**src/rtl/simon_key_sched.sv**
```systemverilog
// simon_key_sched: SIMON 32/64 key expansion into a 32-entry buffer, streamed to the round core in encrypt or decrypt order.
module simon_key_sched (
  input  logic        clk,
  input  logic        rst,
  input  logic [63:0] key_i,
  input  logic        load_i,
  input  logic        mode_i,
  input  logic        start_i,
  output logic [15:0] rk_data_o,
  output logic [4:0]  rk_idx_o,
  output logic        rk_valid_o,
  input  logic        rk_ready_i,
  output logic        rk_last_o,
  output logic        keys_ready_o,
  output logic        busy_o
);
  typedef enum logic [1:0] {IDLE, EXPAND, READY, STREAM} state_t;
  localparam logic [61:0] Z0 = 62'b11111010001001010110000111001101111101000100101011000011100110;
  state_t      state, state_nx;
  logic [15:0] kbuf [32];
  logic [4:0]  i, idx;
  logic        mode;
  logic [15:0] t, k_new;
  logic [5:0]  zi;
  // z0 is written with index 0 leftmost, so sequence position p lives at bit 61-p
  assign zi    = 6'd61 - ({1'b0, i} - 6'd4);
  assign t     = {kbuf[i - 5'd1][2:0], kbuf[i - 5'd1][15:3]} ^ kbuf[i - 5'd3];
  assign k_new = ~kbuf[i - 5'd4] ^ t ^ {t[0], t[15:1]} ^ {15'd0, Z0[zi]} ^ 16'h0003;
  assign rk_valid_o   = state == STREAM;
  assign rk_idx_o     = idx;
  assign rk_data_o    = rk_valid_o ? kbuf[idx] : 16'd0;
  assign rk_last_o    = rk_valid_o && idx == (mode ? 5'd0 : 5'd31);
  assign keys_ready_o = state == READY || state == STREAM;
  assign busy_o       = state == EXPAND || state == STREAM;
  always_comb begin
    state_nx = load_i ? EXPAND :
               (state == EXPAND && i == 5'd31) ? READY :
               (state == READY && start_i) ? STREAM :
               (state == STREAM && rk_ready_i && rk_last_o) ? READY : state;
  end
  always_ff @(posedge clk) begin
    if (rst) state <= IDLE;
    else state <= state_nx;
  end
  always_ff @(posedge clk) begin
    if (rst) begin
      i    <= 5'd0;
      idx  <= 5'd0;
      mode <= 1'b0;
    end else if (load_i) begin
      i <= 5'd4;
    end else if (state == EXPAND) begin
      i <= i + 5'd1;
    end else if (state == READY && start_i) begin
      mode <= mode_i;
      idx  <= mode_i ? 5'd31 : 5'd0;
    end else if (state == STREAM && rk_ready_i) begin
      idx <= mode ? idx - 5'd1 : idx + 5'd1;
    end
  end
  always_ff @(posedge clk) begin
    if (load_i) begin
      kbuf[0] <= key_i[15:0];
      kbuf[1] <= key_i[31:16];
      kbuf[2] <= key_i[47:32];
      kbuf[3] <= key_i[63:48];
    end else if (state == EXPAND) begin
      kbuf[i] <= k_new;
    end
  end
endmodule

```
**config.mk**
```make
export PLATFORM = sky130hd
export DESIGN_NAME = simon_key_sched
export DESIGN_NICKNAME = d
export VERILOG_FILES = /design/src/rtl/simon_key_sched.sv
export SDC_FILE = /design/constraint.sdc
export NUM_CORES = 1
export LEC_CHECK = 0
export ABC_CLOCK_PERIOD_IN_PS = 4100
export BUFFER_PORTS_ARGS = -buffer_cell sky130_fd_sc_hd__buf_4
export CAP_MARGIN = 20
export CELL_PAD_IN_SITES_DETAIL_PLACEMENT = 1
export CELL_PAD_IN_SITES_GLOBAL_PLACEMENT = 1
export CORE_UTILIZATION = 25
export DETAILED_ROUTE_END_ITERATION = 8
export MAX_ROUTING_LAYER = met4
export PLACE_DENSITY_LB_ADDON = 0.1
export SYNTH_ARGS = -nofsm -noshare
export SYNTH_HDL_FRONTEND = slang
export SYNTH_SLANG_ARGS = --single-unit
```
**constraint.sdc**
```tcl
create_clock -name clk -period 4.1 [get_ports clk]
set_clock_uncertainty 0.05 [all_clocks]
set_input_delay 0.82 -clock clk [delete_from_list [all_inputs] [get_ports clk]]
set_output_delay 0.82 -clock clk [all_outputs]
set_load 0.01 [all_outputs]
```
==> results of run 1 <==
critical path: cells and delay by family, from the launching register on:
kind	cells	cell delay, ns
and+or+nand+nor	1	0.07
muxes	3	1.38
buffers and inverters	4	0.66
DFF	1	0.37
cells by family (layout without fill, tap and decap cells):
| group | count (synthesis) | after routing | share of synthesized area, % |
|---|---|---|---|
| AO/OA/AOI/OAI | 173 | 173 | 3.51 |
| XOR/XNOR | 54 | 54 | 2.13 |
| adder cells (fa/ha/maj) | 19 | 19 | 0.724 |
| buffers and inverters | 189 | 532 | 2.91 |
| flip-flops | 530 | 530 | 46.5 |
| multiplexers | 722 | 722 | 38.8 |
| other | 0 | 1 | 0 |
| AND/OR/NAND/NOR | 451 | 451 | 5.44 |
repair_timing:
action                     in CTS  in global routing
cloned                          1                  2
resized for setup              10                 25
setup buffers                   6                 21
pin swaps                       0                  3
hold buffers                    0                  0
setup endpoints to repair      50                311
per-stage QoR:
stage / instances / setup slack [ns]
5_1_grt: 4249 / -0.0288
6_report: 4250 / 0.0507
4_1_cts: 4226 / 0.00160
2_1_floorplan: 2138 / 0.00237
3_5_place_dp: 4096 / -0.0459
3_3_place_gp: 4096 / 0.0445
worst max-delay path by stage:
stage / cells after the start / to / slack (ns) / startpoint
floorplan: 13 / kbuf[0][11] / 0.002 / i[1]
global placement: 12 / kbuf[20][10] / 0.04 / i[1]
detailed placement: 14 / kbuf[2][11] / -0.05 / i[1]
CTS: 7 / rk_data_o[7] / 0.002 / register
global route: 10 / kbuf[1][11] / -0.03 / i[1]
finish: 8 / rk_data_o[5] / 0.05 / register
registers in the layout, summed over array words and instances (netlist names), named ones only:
| register | count |
|---|---|
| i | 5 |
| kbuf | 512 |
| mode | 1 |
| rk_idx_o | 5 |
| state | 2 |
power by group:
part           internal, mW  total, mW  switching [mW]
Combinational          1.71       4.73            3.02
Sequential             7.27       7.34          0.0740
Clock                  3.40       5.97            2.57
Total                  12.4       18.0            5.66
Yosys cell counts (all sizes together), types with 25 or more instances:
cell type and count:
edfxtp 512, mux4 464, nor2 283, mux2i 162, buf 103, nand2 97, mux2 96, clkbuf 75
o22ai 39, a21oi 27, a22oi 27, xnor2 27, nand3 25
per-layer routing:
| metal | routed length (µm) | vias up |
|---|---|---|
| li1 | - | 9484 |
| met1 | 70800 | 13100 |
| met2 | 69800 | 992 |
| met3 | 8950 | 183 |
| met4 | 4070 | 0 |
| met5 | 0 | - |
layout make-up:
cell class,instances,share of cell area [%]
antenna,1,0.00605
clock buffer,88,4.55
clock inverter,35,0.669
inverter,11,0.121
multi-input combinational,1419,42.1
sequential,530,38.1
tap,1768,5.35
timing repair buffer,398,9.11
==> results.sh, run 1 <==
export IMPL_drive_above_1_share_pct=46.1
export IMPL_cts_root_buf="clkbuf_16"
export IMPL_synth_main_ff_cell="edfxtp_1"
export IMPL_grt_pass1_vias=24200
export IMPL_drtPass1Iterations=7
export IMPL_synth_edf_count=512
export IMPL_worstReg2RegEnd="kbuf[0][1]"
export IMPL_yosysSeqAreaShare_pct=46.5
export IMPL_routabilityCongestion=0.890
export IMPL_antenna_found_initial=3
export IMPL_finalHoldViolCount=0
export IMPL_min_to="mode"
export IMPL_grt_pass1_wl_um=210000
export IMPL_grtUsageMet3_pct=2.58
export IMPL_clockBufferDepth=3
export IMPL_slowest_delay_ns=0.58
export IMPL_slowest_stage="mux4_2"
export IMPL_rsz0062_at_grt="true"
export IMPL_yosysTopAreaCellShare_pct=45.4
export IMPL_finalCritPeriodShare_pct=98.8
export IMPL_final_nets=2518
export IMPL_synth_avg_cell_area_um2=15.8
export IMPL_ys_seq_elements=530
export IMPL_fmax_mhz=247
export IMPL_die_area_um2=137000
export IMPL_worst_slew_pin_slew_ns=1.08
export IMPL_area_growth_pct=22.1
export IMPL_numCtsBuffers=69
export IMPL_status="finished, final reports clean"
export IMPL_grt_max_degree=93
export IMPL_cp_cell_sequence="buf_12, buf_4, buf_16, mux4_2, mux4_2, mux2i_2, nor2_1, buf_4"
export IMPL_max_vdd_ir_drop_mv=0.329
export IMPL_yosysUniqueCellTypes=60
export IMPL_drc=0
export IMPL_fillCellCount=13800
export IMPL_synthArstFlopShare_pct=0
export IMPL_cp_start_kind="register"
export IMPL_drv_cap=0
export IMPL_path_max_fanout=17
export IMPL_reg2reg_depth=11
export IMPL_grtUsageMet2_pct=34.3
export IMPL_worstPathRequired_ns=3.23
export IMPL_worstHoldStart="mode_i"
export IMPL_vias_per_cell=5.59
export IMPL_tns_ns=0
export IMPL_path_clk_slew_ns=0.06
export IMPL_total_power_mw=18.0
export IMPL_hpwl_um=106000
export IMPL_htreeDepth=3
export IMPL_yosys_warnings=0
export IMPL_min_delay_path_depth=3
export IMPL_busiest_layer="met2"
export IMPL_io_buffers=94
export IMPL_coreArea_um2=134000
export IMPL_synth_top_cell_by_area="edfxtp_1"
export IMPL_power_leakage_nw=13.3
export IMPL_grt_ovfl_total=0
export IMPL_max_slew_margin_rel_pct=28.0
export IMPL_hp_class="input port to register"
export IMPL_via_count=23800
export IMPL_wl_per_cell_um=36.1
export IMPL_grt_usage_pct=22.9
export IMPL_synthCells=2138
export IMPL_die_y_um=370
export IMPL_die_x_um=370
export IMPL_synth_net_count=2227
export IMPL_drt_iter0_drc=2363
export IMPL_critPathKind="register to output port"
export IMPL_power_density_nw_per_um2=436
export IMPL_io_pins=95
export IMPL_netlist_area_um2=33900
export IMPL_cts_tree="done"
export IMPL_antenna_left=0
export IMPL_final_util_pct=30.9
export IMPL_synth_area_leaders="edfxtp_1 45%, mux4_2 31%, mux2i_1 4.8%, nor2_1 3.1%, mux2_2 3.1%"
export IMPL_clock_sinks=530
export IMPL_whs_ns=0.408
export IMPL_final_area_um2=41400
export IMPL_grtUsageMet1_pct=32.7
export IMPL_std_cell_rows=134
export IMPL_register_area_um2=15800
export IMPL_r2r_setup_slack_ns=0.06
export IMPL_postPlaceCellArea_um2=38700
export IMPL_layout_common_cells="512 x edfxtp_1, 464 x mux4_2, 331 x buf_4"
export IMPL_clkLatencyLatePin_ns=0.65
export IMPL_crit_path_end_kind="output port"
export IMPL_setup_viol=0
export IMPL_multiInputGateArea_um2=17400
export IMPL_wirelength_um=154000
export IMPL_min_period_ns=4.05
export IMPL_r2r_start="i[1]"
export IMPL_worstPathArrival_ns=3.18
export IMPL_slew_violations=0
export IMPL_final_common_cell="edfxtp_1"
export IMPL_initial_core_util_pct=25.3
Power figures use the tool's default switching activity.
==> run 2: changes to the inputs <==
BUFFER_PORTS_ARGS = -buffer_cell sky130_fd_sc_hd__buf_2   (was -buffer_cell sky130_fd_sc_hd__buf_4)
CORE_MARGIN = 4   (was not set)
==> run 2 against run 1 <==
Die area increased by 3.3%; non-clock buffer count decreased by 36; sequential cell count unchanged; combinational power decreased by 1%; highest routed layer unchanged.
==> results.sh, run 2 (synthesis gave the netlist of run 1 again) <==
export IMPL_drive_above_1_share_pct=45.9
export IMPL_die_y_um=376
export IMPL_max_vdd_ir_drop_mv=0.333
export IMPL_cp_start_kind="register"
export IMPL_fmax_mhz=246
export IMPL_total_power_mw=18.2
export IMPL_via_count=23500
export IMPL_final_util_pct=30.6
export IMPL_status="finished, final reports clean"
export IMPL_rsz0062_at_grt="true"
export IMPL_power_leakage_nw=13.1
export IMPL_worst_slew_pin_slew_ns=0.934
export IMPL_wl_per_cell_um=36.2
export IMPL_std_cell_rows=134
export IMPL_clkLatencyLatePin_ns=0.64
export IMPL_wl_met1_um=66600
export IMPL_largest_register_ffs=512
export IMPL_met3_wirelength_um=12200
export IMPL_drv_cap=0
export IMPL_grt_usage_pct=22.0
export IMPL_holdBufCountCts=0
export IMPL_numCtsBuffers=66
export IMPL_io_pins=95
export IMPL_largest_register="kbuf"
export IMPL_grt_ovfl_total=0
export IMPL_slew_violations=0
export IMPL_worstPathRequired_ns=4.41
export IMPL_hpwl_um=107000
export IMPL_max_slew_margin_rel_pct=37.7
export IMPL_cts_root_buf="clkbuf_16"
export IMPL_layout_common_cells="512 x edfxtp_1, 464 x mux4_2, 254 x nor2_1"
export IMPL_worst_slack_ns=0.0363
export IMPL_coreArea_um2=134000
export IMPL_antenna_left=0
export IMPL_whs_ns=0.436
export IMPL_die_x_um=376
export IMPL_grt_pass1_wl_um=210000
export IMPL_routabilityCongestion=0.853
export IMPL_initial_core_util_pct=25.3
export IMPL_antenna_found_initial=5
export IMPL_clock_sinks=530
export IMPL_setup_viol=0
export IMPL_clockBufferDepth=3
export IMPL_grt_max_degree=83
export IMPL_tns_ns=0
export IMPL_grt_pass1_vias=24200
export IMPL_path_max_fanout=16
export IMPL_worstPathArrival_ns=4.38
export IMPL_htreeDepth=3
export IMPL_drc=0
export IMPL_drt_iter0_drc=2391
export IMPL_vias_per_cell=5.57
export IMPL_min_period_ns=4.06
export IMPL_io_buffers=94
export IMPL_drtPass1Iterations=6
export IMPL_wirelength_um=152000
export IMPL_post_place_ws_ns=-0.352
export IMPL_route_met2_wl_um=70000
export IMPL_top_layer="met4"
export IMPL_area_growth_pct=20.9
export IMPL_finalCritPeriodShare_pct=99.1
export IMPL_critPathKind="register to register"
export IMPL_die_area_um2=141000
export IMPL_final_nets=2479
export IMPL_hp_class="input port to register"
export IMPL_final_common_cell="edfxtp_1"
export IMPL_path_clk_slew_ns=0.06
export IMPL_cts_tree="done"
export IMPL_power_density_nw_per_um2=444
export IMPL_crit_path_end_kind="register"
export IMPL_finalHoldViolCount=0
==> run 2: cell count changes in the layout (fill, tap and decap cells not counted), sizes merged <==
cell and delta:
buf -33, bufbuf +1, bufinv +8, clkbuf -14
clkinv -2, clkinvlp +2, diode +5, inv -5
==> run 2: final timing paths <==
path | start | slack, ns | depth (start not counted) | to
setup / recovery | i[0] | 0.04 | 11 | kbuf[3][12]
hold / removal | mode_i | 0.44 | 3 | mode
setup reg to reg | i[0] | 0.04 | 11 | kbuf[3][12]
hold reg to reg | rk_idx_o[3] | 0.52 | 2 | register
==> run 2: timing repair <==
action                                  in CTS  in global routing
buffers inserted                             2                  2
endpoints found under the setup margin     311                259
resized for setup                           25                 23
pin swaps                                    5                  7
gates cloned                                 1                  0
==> run 2: final cells by class <==
type	instances	area, µm²
clock buffer	78	1740
tap	1768	2210
antenna	6	15.0
multi-input combinational	1419	17500
fill	13900	93000
clock inverter	38	464
sequential	530	15800
inverter	11	51.3
timing repair buffer	362	3220
==> run 2: worst max-delay path: stages (launching register included) <==
cell     delay, ns
dfxtp_4       0.41
ha_2          0.30
xor2_4        0.19
buf_12        0.23
buf_4         0.21
mux4_2        0.39
mux4_2        0.55
a22oi_2       0.30
xor2_1        0.27
buf_4         0.16
xnor3_2       0.38
mux2_2        0.32
==> run 2: through the flow <==
stage	cells	instance area [µm²]
floorplan	2138	33900
global placement	4086	38500
detailed placement	4086	38500
CTS	4205	40800
global route	4208	40900
finish	4212	40900
==> run 2: metal layers <==
layer / up-vias / GRT usage, %
li1: 9414 / -
met1: 12800 / 29.7
met2: 1066 / 33.6
met3: 158 / 4.99
met4: 0 / 5.46
met5: - / -
==> run 2: power by group <==
part	switching [mW]	internal (mW)	leakage [nW]
logic	3.00	1.68	7.19
clock network	2.49	3.67	1.06
registers	0.0645	7.26	4.81
